==> config.mk <==
export PLATFORM = sky130hd
export DESIGN_NAME = jh_pwm_actuator
export DESIGN_NICKNAME = d
export VERILOG_FILES = /design/src/rtl/jh_pkg.sv /design/src/rtl/jh_tick_gen.sv /design/src/rtl/jh_pwm_actuator.sv
export SDC_FILE = /design/constraint.sdc
export NUM_CORES = 1
export LEC_CHECK = 0
export CAP_MARGIN = 0
export CORE_ASPECT_RATIO = 1.5
export CORE_UTILIZATION = 45
export DETAILED_ROUTE_END_ITERATION = 7
export PLACE_DENSITY = 0.76
export SETUP_SLACK_MARGIN = 0.02
export SLEW_MARGIN = 40
export SYNTH_ARGS = -nofsm -noshare
export SYNTH_HDL_FRONTEND = slang
export SYNTH_SLANG_ARGS = --single-unit
==> constraint.sdc <==
create_clock -name clock -period 5.04 [get_ports clock]
set_input_delay 1.008 -clock clock [delete_from_list [all_inputs] [get_ports clock]]
set_output_delay 1.008 -clock clock [all_outputs]
set_load 0.03 [all_outputs]
==> src/rtl/jh_pkg.sv <==
`default_nettype none
// +--------------------------------------------------------------------+
// | jh_pkg : shared state encoding and constants for the PWM actuator  |
// | Rev 1.0                                                            |
// +--------------------------------------------------------------------+
package jh_pkg;

   typedef enum logic [1:0] {
      ST_IDLE  = 2'd0,
      ST_RUN   = 2'd1,
      ST_DRAIN = 2'd2,
      ST_FAULT = 2'd3
   } state_t;

   localparam int unsigned     c_LVL_W      = 6;
   localparam int unsigned     c_PERIOD_LEN = 64;
   localparam logic [5:0]      c_CEIL_FIXED = 6'd31;
   localparam logic [5:0]      c_CNT_LAST   = 6'(c_PERIOD_LEN - 1);

   // One slew-limited step of the applied level toward the target.
   function automatic logic [c_LVL_W-1:0] slew_step(
      input logic [c_LVL_W-1:0] cur,
      input logic [c_LVL_W-1:0] tgt
   );
      if (cur < tgt) begin
         return cur + 6'd1;
      end else if (cur > tgt) begin
         return cur - 6'd1;
      end else begin
         return cur;
      end
   endfunction

endpackage
`default_nettype wire

==> src/rtl/jh_tick_gen.sv <==
`default_nettype none
// +--------------------------------------------------------------------+
// | jh_tick_gen : DIV prescaler with enable and synchronous clear      |
// | Rev 1.0                                                            |
// +--------------------------------------------------------------------+
module jh_tick_gen #(
   parameter int unsigned DIV = 16
) (
   input  logic clk_i,
   input  logic rst_ni,
   input  logic en_i,
   input  logic clr_i,
   output logic tick_o
);

   localparam int unsigned      c_CW   = (DIV > 1) ? $clog2(DIV) : 1;
   localparam logic [c_CW-1:0]  c_LAST = c_CW'(DIV - 1);

   logic [c_CW-1:0] cnt_q;
   logic [c_CW-1:0] cnt_d;

   always_comb begin
      cnt_d = cnt_q;
      if (clr_i) begin
         cnt_d = '0;
      end else if (en_i) begin
         cnt_d = (cnt_q == c_LAST) ? '0 : cnt_q + 1'b1;
      end
   end

   always_ff @(posedge clk_i or negedge rst_ni) begin
      if (!rst_ni) begin
         cnt_q <= '0;
      end else begin
         cnt_q <= cnt_d;
      end
   end

   assign tick_o = en_i && (cnt_q == c_LAST);

endmodule
`default_nettype wire

==> src/rtl/jh_pwm_actuator.sv <==
`default_nettype none
// +--------------------------------------------------------------------+
// | jh_pwm_actuator : slew-limited, ceiling-clamped heater PWM driver  |
// | Rev 1.0                                                            |
// +--------------------------------------------------------------------+
module jh_pwm_actuator
   import jh_pkg::*;
#(
   parameter int unsigned DIV         = 16,
   parameter int unsigned UPD_PERIODS = 4
) (
   input  logic       clock,
   input  logic       reset_n,
   input  logic       enable,
   input  logic       i_fault,
   input  logic [5:0] i_level,
   input  logic [5:0] max_power,
   input  logic       power_unlock,
   output logic       pwm_out,
   output logic       o_update,
   output logic [5:0] o_level,
   output logic       o_clamped,
   output logic       o_busy
);

   localparam logic [3:0] c_UPD_LAST = 4'(UPD_PERIODS - 1);

   state_t     state_q;
   state_t     state_d;
   logic [5:0] cnt_q;
   logic [5:0] cnt_d;
   logic [5:0] level_q;
   logic [5:0] level_d;
   logic [3:0] bcnt_q;
   logic [3:0] bcnt_d;
   logic       pwm_q;
   logic       pwm_d;
   logic       upd_q;
   logic       upd_d;

   logic       w_tick;
   logic       w_tick_en;
   logic       w_active_d;
   logic       w_boundary;
   logic [5:0] w_ceiling;
   logic [5:0] w_target;

   assign w_ceiling  = power_unlock ? max_power : c_CEIL_FIXED;
   assign o_clamped  = (i_level > w_ceiling);
   assign w_target   = (state_q == ST_DRAIN) ? 6'd0
                     : (o_clamped ? w_ceiling : i_level);
   assign w_tick_en  = (state_q == ST_RUN) || (state_q == ST_DRAIN);
   assign w_active_d = (state_d == ST_RUN) || (state_d == ST_DRAIN);
   assign w_boundary = w_tick && (cnt_q == c_CNT_LAST);

   jh_tick_gen #(
      .DIV (DIV)
   ) u_tick_gen (
      .clk_i  (clock),
      .rst_ni (reset_n),
      .en_i   (w_tick_en),
      .clr_i  (!w_active_d),
      .tick_o (w_tick)
   );

   // Fault is tested first in every state so it wins over enable.
   always_comb begin
      state_d = state_q;
      case (state_q)
         ST_IDLE: begin
            if (i_fault) begin
               state_d = ST_FAULT;
            end else if (enable) begin
               state_d = ST_RUN;
            end
         end
         ST_RUN: begin
            if (i_fault) begin
               state_d = ST_FAULT;
            end else if (!enable) begin
               state_d = ST_DRAIN;
            end
         end
         ST_DRAIN: begin
            if (i_fault) begin
               state_d = ST_FAULT;
            end else if (enable) begin
               state_d = ST_RUN;
            end else if (w_boundary && (level_q == 6'd0)) begin
               state_d = ST_IDLE;
            end
         end
         ST_FAULT: begin
            if (!i_fault && !enable) begin
               state_d = ST_IDLE;
            end
         end
         default: state_d = ST_IDLE;
      endcase
   end

   always_comb begin
      cnt_d   = cnt_q;
      level_d = level_q;
      bcnt_d  = bcnt_q;
      upd_d   = 1'b0;

      if (!w_active_d) begin
         cnt_d   = '0;
         level_d = '0;
      end else begin
         if (w_tick) begin
            cnt_d = cnt_q + 6'd1;
         end
         if (w_boundary) begin
            level_d = slew_step(level_q, w_target);
         end
      end

      // Strobe only while staying in RUN so none leaks into DRAIN or FAULT.
      if (state_d != ST_RUN) begin
         bcnt_d = '0;
      end else if (w_boundary && (state_q == ST_RUN)) begin
         if (bcnt_q == c_UPD_LAST) begin
            bcnt_d = '0;
            upd_d  = 1'b1;
         end else begin
            bcnt_d = bcnt_q + 4'd1;
         end
      end

      pwm_d = w_active_d && (cnt_d < level_d);
   end

   always_ff @(posedge clock or negedge reset_n) begin
      if (!reset_n) begin
         state_q <= ST_IDLE;
         cnt_q   <= '0;
         level_q <= '0;
         bcnt_q  <= '0;
         pwm_q   <= 1'b0;
         upd_q   <= 1'b0;
      end else begin
         state_q <= state_d;
         cnt_q   <= cnt_d;
         level_q <= level_d;
         bcnt_q  <= bcnt_d;
         pwm_q   <= pwm_d;
         upd_q   <= upd_d;
      end
   end

   assign pwm_out  = pwm_q;
   assign o_update = upd_q;
   assign o_level  = level_q;
   assign o_busy   = w_tick_en;

endmodule
`default_nettype wire

Word-level counts from Yosys, hierarchy flattened
Cells that the tools add are included.
Cells by class
  order comparisons: 4
  eq/ne operators: 10
  mux-type cells: 27
  $add $sub $neg: 5
  reductions and logical operators: 13
Operators by type and width (number)
  2-to-1 mux 6 bit: 9
  2-to-1 mux 4 bit: 6
  2-to-1 mux 2 bit: 8
  adder 6 x 1 -> 6 bit, second input constant: 2
  greater-than comparator 6 bit: 2
  less-than comparator 6 bit: 2
  adder 4 x 1 -> 4 bit, second input constant: 2
  one-hot mux 2 bit (4 select lines): 1
  == test 2 bit, second input constant: 3
  == test 6 bit, second input constant: 1
  logical AND 1 bit: 6
  logical NOT 6 bit: 1
  subtractor 6 x 1 -> 6 bit, second input constant: 1
  == test 2 x 1 -> 1 bit, second input constant: 2
  == test 4 x 2 -> 1 bit, second input constant: 1
  == test 4 bit, second input constant: 1
  != test 2 x 1 -> 1 bit, second input constant: 2
  2-to-1 mux 1 bit: 3
  logical NOT 1 bit: 2
  logical NOT 2 bit: 1
  logical OR 1 bit: 2
  nonzero test 2 bit: 1
Word-level totals
  register bits after elaboration: 24
  input port bits: 17
  logic and storage cells: 66
  output and inout bits: 10

Depth between registers and ports, before layout
Gate-level depths: netlist of run 1.
  depth in word-level cells: 14
  mapped depth: 21
  mapped depth without buffers: 21

By module
From an unflattened synthesis of run 1, not the netlist that was laid out.
Unflattened totals
  cell total of the unflattened synthesis: 245
  area total of the unflattened synthesis: 2158.3 µm²
By module, submodules not included
  jh_pwm_actuator: cells each 223, area each 1953.1 µm², instances 1, sequential area each 500.5 µm²
  jh_tick_gen: cells each 22, area each 205.2 µm², instances 1, sequential area each 100.1 µm²

Worst setup path after synthesis of run 1
No wires, ideal clock.
  kind: input to register
  start: input power_unlock
  end: register pwm_q, in the netlist pwm_out
  path buffers: 0
  path slack: -126 ps
  setup time: 77 ps
  stages on the path: 21
  arrival: 5088 ps
  data required time: 4963 ps
  cell sequence: nor2b_1 ha_1 nor2b_1 o21a_1 o21a_1 o21ai_0 a21oi_2 mux2i_1 ha_1 a21oi_1 o21ai_1 o31ai_4 o211ai_1 xnor2_1 or2_2 ha_1 a21o_1 a21oi_1 nor3b_1 o21ai_0 a21oi_1
Between the ends
  word-level cells in the longest chain between the ends: 11
  elaborated cells between the ends (all ways): 12
  those cells by class: order compare (4); mux (7); reduce/logical (1)
RTL lines
  start, declared: line jh_pwm_actuator.sv:18  | input logic power_unlock,
  2-to-1 mux 6 bit *: line jh_pwm_actuator.sv:48  | assign w_ceiling = power_unlock ? max_power : c_CEIL_FIXED;
  greater-than comparator 6 bit *: line jh_pwm_actuator.sv:49  | assign o_clamped = (i_level > w_ceiling);
  net o_clamped: line jh_pwm_actuator.sv:22  | output logic o_clamped,
  2-to-1 mux 6 bit *: line jh_pwm_actuator.sv:51  | : (o_clamped ? w_ceiling : i_level);
  2-to-1 mux 6 bit *: line jh_pwm_actuator.sv:50  | assign w_target = (state_q == ST_DRAIN) ? 6'd0
  greater-than comparator 6 bit: line jh_pkg.sv:27  | end else if (cur > tgt) begin
  2-to-1 mux 6 bit: line jh_pkg.sv:27
  2-to-1 mux 6 bit *: line jh_pkg.sv:25  | if (cur < tgt) begin
  2-to-1 mux 6 bit *: line jh_pwm_actuator.sv:115  | if (w_boundary) begin
  2-to-1 mux 6 bit *: line jh_pwm_actuator.sv:108  | if (!w_active_d) begin
  less-than comparator 6 bit *: line jh_pwm_actuator.sv:132  | pwm_d = w_active_d && (cnt_d < level_d);
  logical AND 1 bit *: line jh_pwm_actuator.sv:132
  net pwm_d: line jh_pwm_actuator.sv:37  | logic pwm_d;
  end signal, assigned: line jh_pwm_actuator.sv:148  | pwm_q <= pwm_d;
  end, declared: line jh_pwm_actuator.sv:36  | logic pwm_q;
The timed path passes the listed nets; every way through them passes the cells marked *.
A chain may end at the register's enable or synchronous reset.

Worst setup path in the final report of run 1
  start: input power_unlock
  end: register pwm_q, in the netlist pwm_out
Between the ends
  word-level cells in the longest chain between the ends: 11
  elaborated cells between the ends (all ways): 12
  those cells by class: order compare (4); mux (7); reduce/logical (1)
RTL lines (line)
  2-to-1 mux 6 bit *: jh_pwm_actuator.sv:48
  greater-than comparator 6 bit: jh_pwm_actuator.sv:49
  2-to-1 mux 6 bit *: jh_pwm_actuator.sv:51
  2-to-1 mux 6 bit *: jh_pwm_actuator.sv:50
  greater-than comparator 6 bit: jh_pkg.sv:27
  2-to-1 mux 6 bit: jh_pkg.sv:27
  2-to-1 mux 6 bit *: jh_pkg.sv:25
  2-to-1 mux 6 bit *: jh_pwm_actuator.sv:115
  2-to-1 mux 6 bit *: jh_pwm_actuator.sv:108
  less-than comparator 6 bit *: jh_pwm_actuator.sv:132
  logical AND 1 bit *: jh_pwm_actuator.sv:132
  net pwm_d: jh_pwm_actuator.sv:37
Marked as above.

==> results.md, run 1 <==
* Status: complete, but fails checks
* Failing checks: design-rule violations
* ANT cells at 0
* Reg2Reg Setup Slack at 1.06 ns
* Largest net degree at the start of global routing at 25
* Worst Path Buf+Inv at 3
* Hold slack at approximately 0.58 ns
* Leakage Power at roughly 1.3 nW
* Final wirelength at roughly 4900 um
* HP Class: reg2reg
* Share of layout cells above drive strength 1 at 23.7%
* Critical Path Source: power_unlock
* Top post-synthesis cells by area: dfrtp_1, ha_1, a21oi_1
* Initial antenna violation count at 0
* Worst R2R Start: state_q[1]$_DFF_PN0_
* Max-cap viol count at 0
* Worst Setup Start Kind: primary input
* Flip-flop and latch count after synthesis at 24
* Root Driver: clkbuf_8
* Critical path depth at 23
* Critical path's largest stage delay at about 0.27 ns
* Initial DRT Pass Iterations at 6
* CP top delay family: compound AO/OA/AOI/OAI gates
* Relative slew slack at about 64%
* Warnings, synthesis at 0
* Port Buffers at 26
* Worst Path Max Fanout at 6
* RePlAce Congestion at a little under 0.9
* CP max-delay cell: or2_1
* Clock tree buffer depth at 2
* Total power divided by cell area at about 340 mW/mm^2
* Num CTS Buffers at 3
* Area growth, synth to finish at 38.6%
* Synth area leader: dfrtp_1
* Post-route cell area at 0.00280 mm^2
* Setup Skew at a little over 0.003 ns
* Worst-path clk slew at roughly 0.09 ns
* CTS tree: done
* Yosys top cell area share at ~30%
* Vias per cell at 5.72
* Commonest non-fill, non-tap cells in the layout: dfrtp_1, nand2_1, nor2_1
* Routed len/inst at ~15 um
* H-tree levels at 1
* Worst VDD drop at ~220 uV
* Peak Freq at 0.206 GHz
* Final core occ at about 65%
* CP Cell Sequence: dlymetal6s2s_1 -> nor2b_4 -> ha_4 -> nor2b_4 -> o21a_1 -> o21a_1 -> o21ai_2 -> a21oi_4 -> buf_6 -> mux2i_1 -> ha_2 -> and2b_2 -> o21a_1 -> buf_6 -> nor4_2 -> o211ai_1 -> xor2_1 -> or2_1 -> ha_4 -> a21oi_2 -> nor3b_2 -> o21ai_1 -> a21oi_1
* Uppermost layer routed: met4
* CP Class: in2reg
* First-pass GRT wire length at ~8000 um
* Number of global-route vias before repair at around 1800
* Final period utilization at 96.2%
* Clock Sinks at 24
* Post-Syn Area at 0.00202 mm^2
* Setup TNS at 0 ns
* Gr usage total at about a fifth
* Final nets at between 300 and 400
* Final setup fails at 0
* Fin. Hold Viols at 0
* Vias at between 1500 and 2000
* M1 WL at approximately 2000 um
* Initial DRC count at between 60 and 70
* CP most frequent cell: o21a_1
* Final HPWL DP at about 3400 um
* I/O Pins at 27
* Most common library cell in the layout ignoring fill and taps: dfrtp_1
* Nature of the critical path endpoint: register
* Met2 Routed Length at about 2600 um
* Crit path to: pwm_out$_DFF_PN0_
* Reg2Reg Depth at 17
* Effective utilization at floorplan at a little under half
* Wire length on met3 at ~150 um
* Clk Latency, worst-skew pair at 0.27 ns
* Horiz. Die Dim at 56.7 um
* Slew @ Worst Pin at approximately 0.54 ns
* Synth Net Count at approximately 270
* Syn Area/Cell at 8.85 um^2
* Max-slew violations at 0
* GR Overflow Total at 0
* Placed cell area at approximately 0.0025 mm^2
* Mapped Cells at ~230
* Minimum clock period at a little under 5 ns
* DRC at 7
* Register area share after synthesis at 29.8%
* Synth cell types at 46
* Rows at 29
* Fillers at 324
* CP arrival at 5.04 ns
* Post-DRT Antenna Nets at 0
* Critical path required time at approximately 5.2 ns
* Die height at roughly 84 um
* Die area at 0.00476 mm^2
* Core area at 0.00428 mm^2
* Reg-to-Reg End: pwm_out$_DFF_PN0_
==> worst min path at each step <==
stage                          start                    end  slack, ns  depth (start not counted)
2_1_floorplan  bcnt_q[1]$_DFFE_PN0P_  bcnt_q[1]$_DFFE_PN0P_       0.53                          2
3_3_place_gp   bcnt_q[1]$_DFFE_PN0P_  bcnt_q[1]$_DFFE_PN0P_       0.55                          2
3_5_place_dp   bcnt_q[2]$_DFFE_PN0P_  bcnt_q[2]$_DFFE_PN0P_       0.57                          2
4_1_cts        bcnt_q[2]$_DFFE_PN0P_  bcnt_q[2]$_DFFE_PN0P_       0.58                          2
5_1_grt        bcnt_q[2]$_DFFE_PN0P_  bcnt_q[2]$_DFFE_PN0P_       0.60                          2
6_report       bcnt_q[1]$_DFFE_PN0P_  bcnt_q[1]$_DFFE_PN0P_       0.58                          2
==> per-stage QoR <==
step | instances | setup slack (ns) | power [mW]
2_1_floorplan | 228 | 0.0879 | 0.581
3_3_place_gp | 315 | -0.491 | 0.720
3_5_place_dp | 315 | -0.601 | 0.727
4_1_cts | 322 | 0.0202 | 0.929
5_1_grt | 324 | -0.0244 | 1.02
6_report | 324 | 0.193 | 0.939
==> logic make-up (layout without fill, tap and decap cells) <==
group           Yosys count  in the layout  synth area share [%]
simple gates             95             95                  25.4
compound gates           49             49                  16.3
fa+ha+maj                27             27                  16.7
flops                    24             24                  29.8
buf+inv                  14             64                  2.98
xor+xnor                 11             11                  4.77
mux                       8              8                  4.03
==> area by class of cell <==
| class | count | area (um^2) | area share, % |
|---|---|---|---|
| Multi-Input combinational cell | 190 | 1560 | 55.8 |
| Sequential cell | 24 | 601 | 21.5 |
| Timing Repair Buffer | 50 | 470 | 16.8 |
| Tap cell | 46 | 57.6 | 2.06 |
| Clock buffer | 3 | 41.3 | 1.48 |
| Inverter | 10 | 37.5 | 1.34 |
| Clock inverter | 1 | 30.0 | 1.07 |
==> worst min-delay path, cell delays in order (launching register included) <==
cell and delay (ns):
dfrtp_1 0.40, nand2_1 0.06, a21boi_0 0.08
==> sequential cells by signal, summed over array words and instances (netlist names) <==
signal	flops
state_q	2
o_level	6
pwm_out	1
bcnt_q	4
o_update	1
cnt_q	6
u_tick_gen.cnt_q	4
==> report_power, final <==
part | internal [mW] | switching, mW | total, mW
combinational | 0.232 | 0.311 | 0.544
sequential | 0.209 | 0.0157 | 0.224
clock | 0.106 | 0.0650 | 0.171
total | 0.547 | 0.392 | 0.939
==> layer usage <==
| layer | vias up | track usage [%] |
|---|---|---|
| met2 | 43 | 37.6 |
| met5 | - | 0 |
| li1 | 916 | - |
| met4 | 0 | 7.05 |
| met3 | 10 | 2.02 |
| met1 | 883 | 25.0 |
==> repair_timing <==
action / 4_1_cts / 5_1_grt
pin swaps: 10 / 16
gates cloned: 0 / 0
setup buffers: 3 / 2
endpoints found under the setup margin: 1 / 1
hold buffers: 0 / 0
resized for setup: 24 / 24
==> cells in the mapped netlist, drive strengths merged <==
master / instances
dfrtp: 24
a21oi: 18
a31oi: 1
inv: 10
o21ba: 1
or2: 5
a21o: 2
nand2: 22
nand2b: 3
nand3: 3
xnor2: 5
mux2: 1
buf: 1
nor2: 22
nor4: 4
and3: 3
nor3: 8
a2111oi: 2
nor3b: 2
o21a: 5
and4b: 1
clkbuf: 3
o21ai: 9
a21boi: 2
o31ai: 1
a211oi: 1
a211o: 1
and2: 2
and4: 1
nand4: 4
o2111a: 1
xor2: 6
o22ai: 1
mux2i: 7
or3: 2
nor2b: 11
o211ai: 4
nand4b: 1
ha: 27
and2b: 1
(Power assumes the default switching activity.)
==> run 2: changes to the inputs <==
--- a/config.mk
+++ b/config.mk
@@ -8,6 +8,7 @@
 export CAP_MARGIN = 0
 export CORE_ASPECT_RATIO = 1.5
 export CORE_UTILIZATION = 45
+export CTS_CLUSTER_DIAMETER = 100
 export DETAILED_ROUTE_END_ITERATION = 7
 export PLACE_DENSITY = 0.76
 export SETUP_SLACK_MARGIN = 0.02
==> results of run 2 <==
The final DEF is identical to that of run 1; final timing and power are the same.
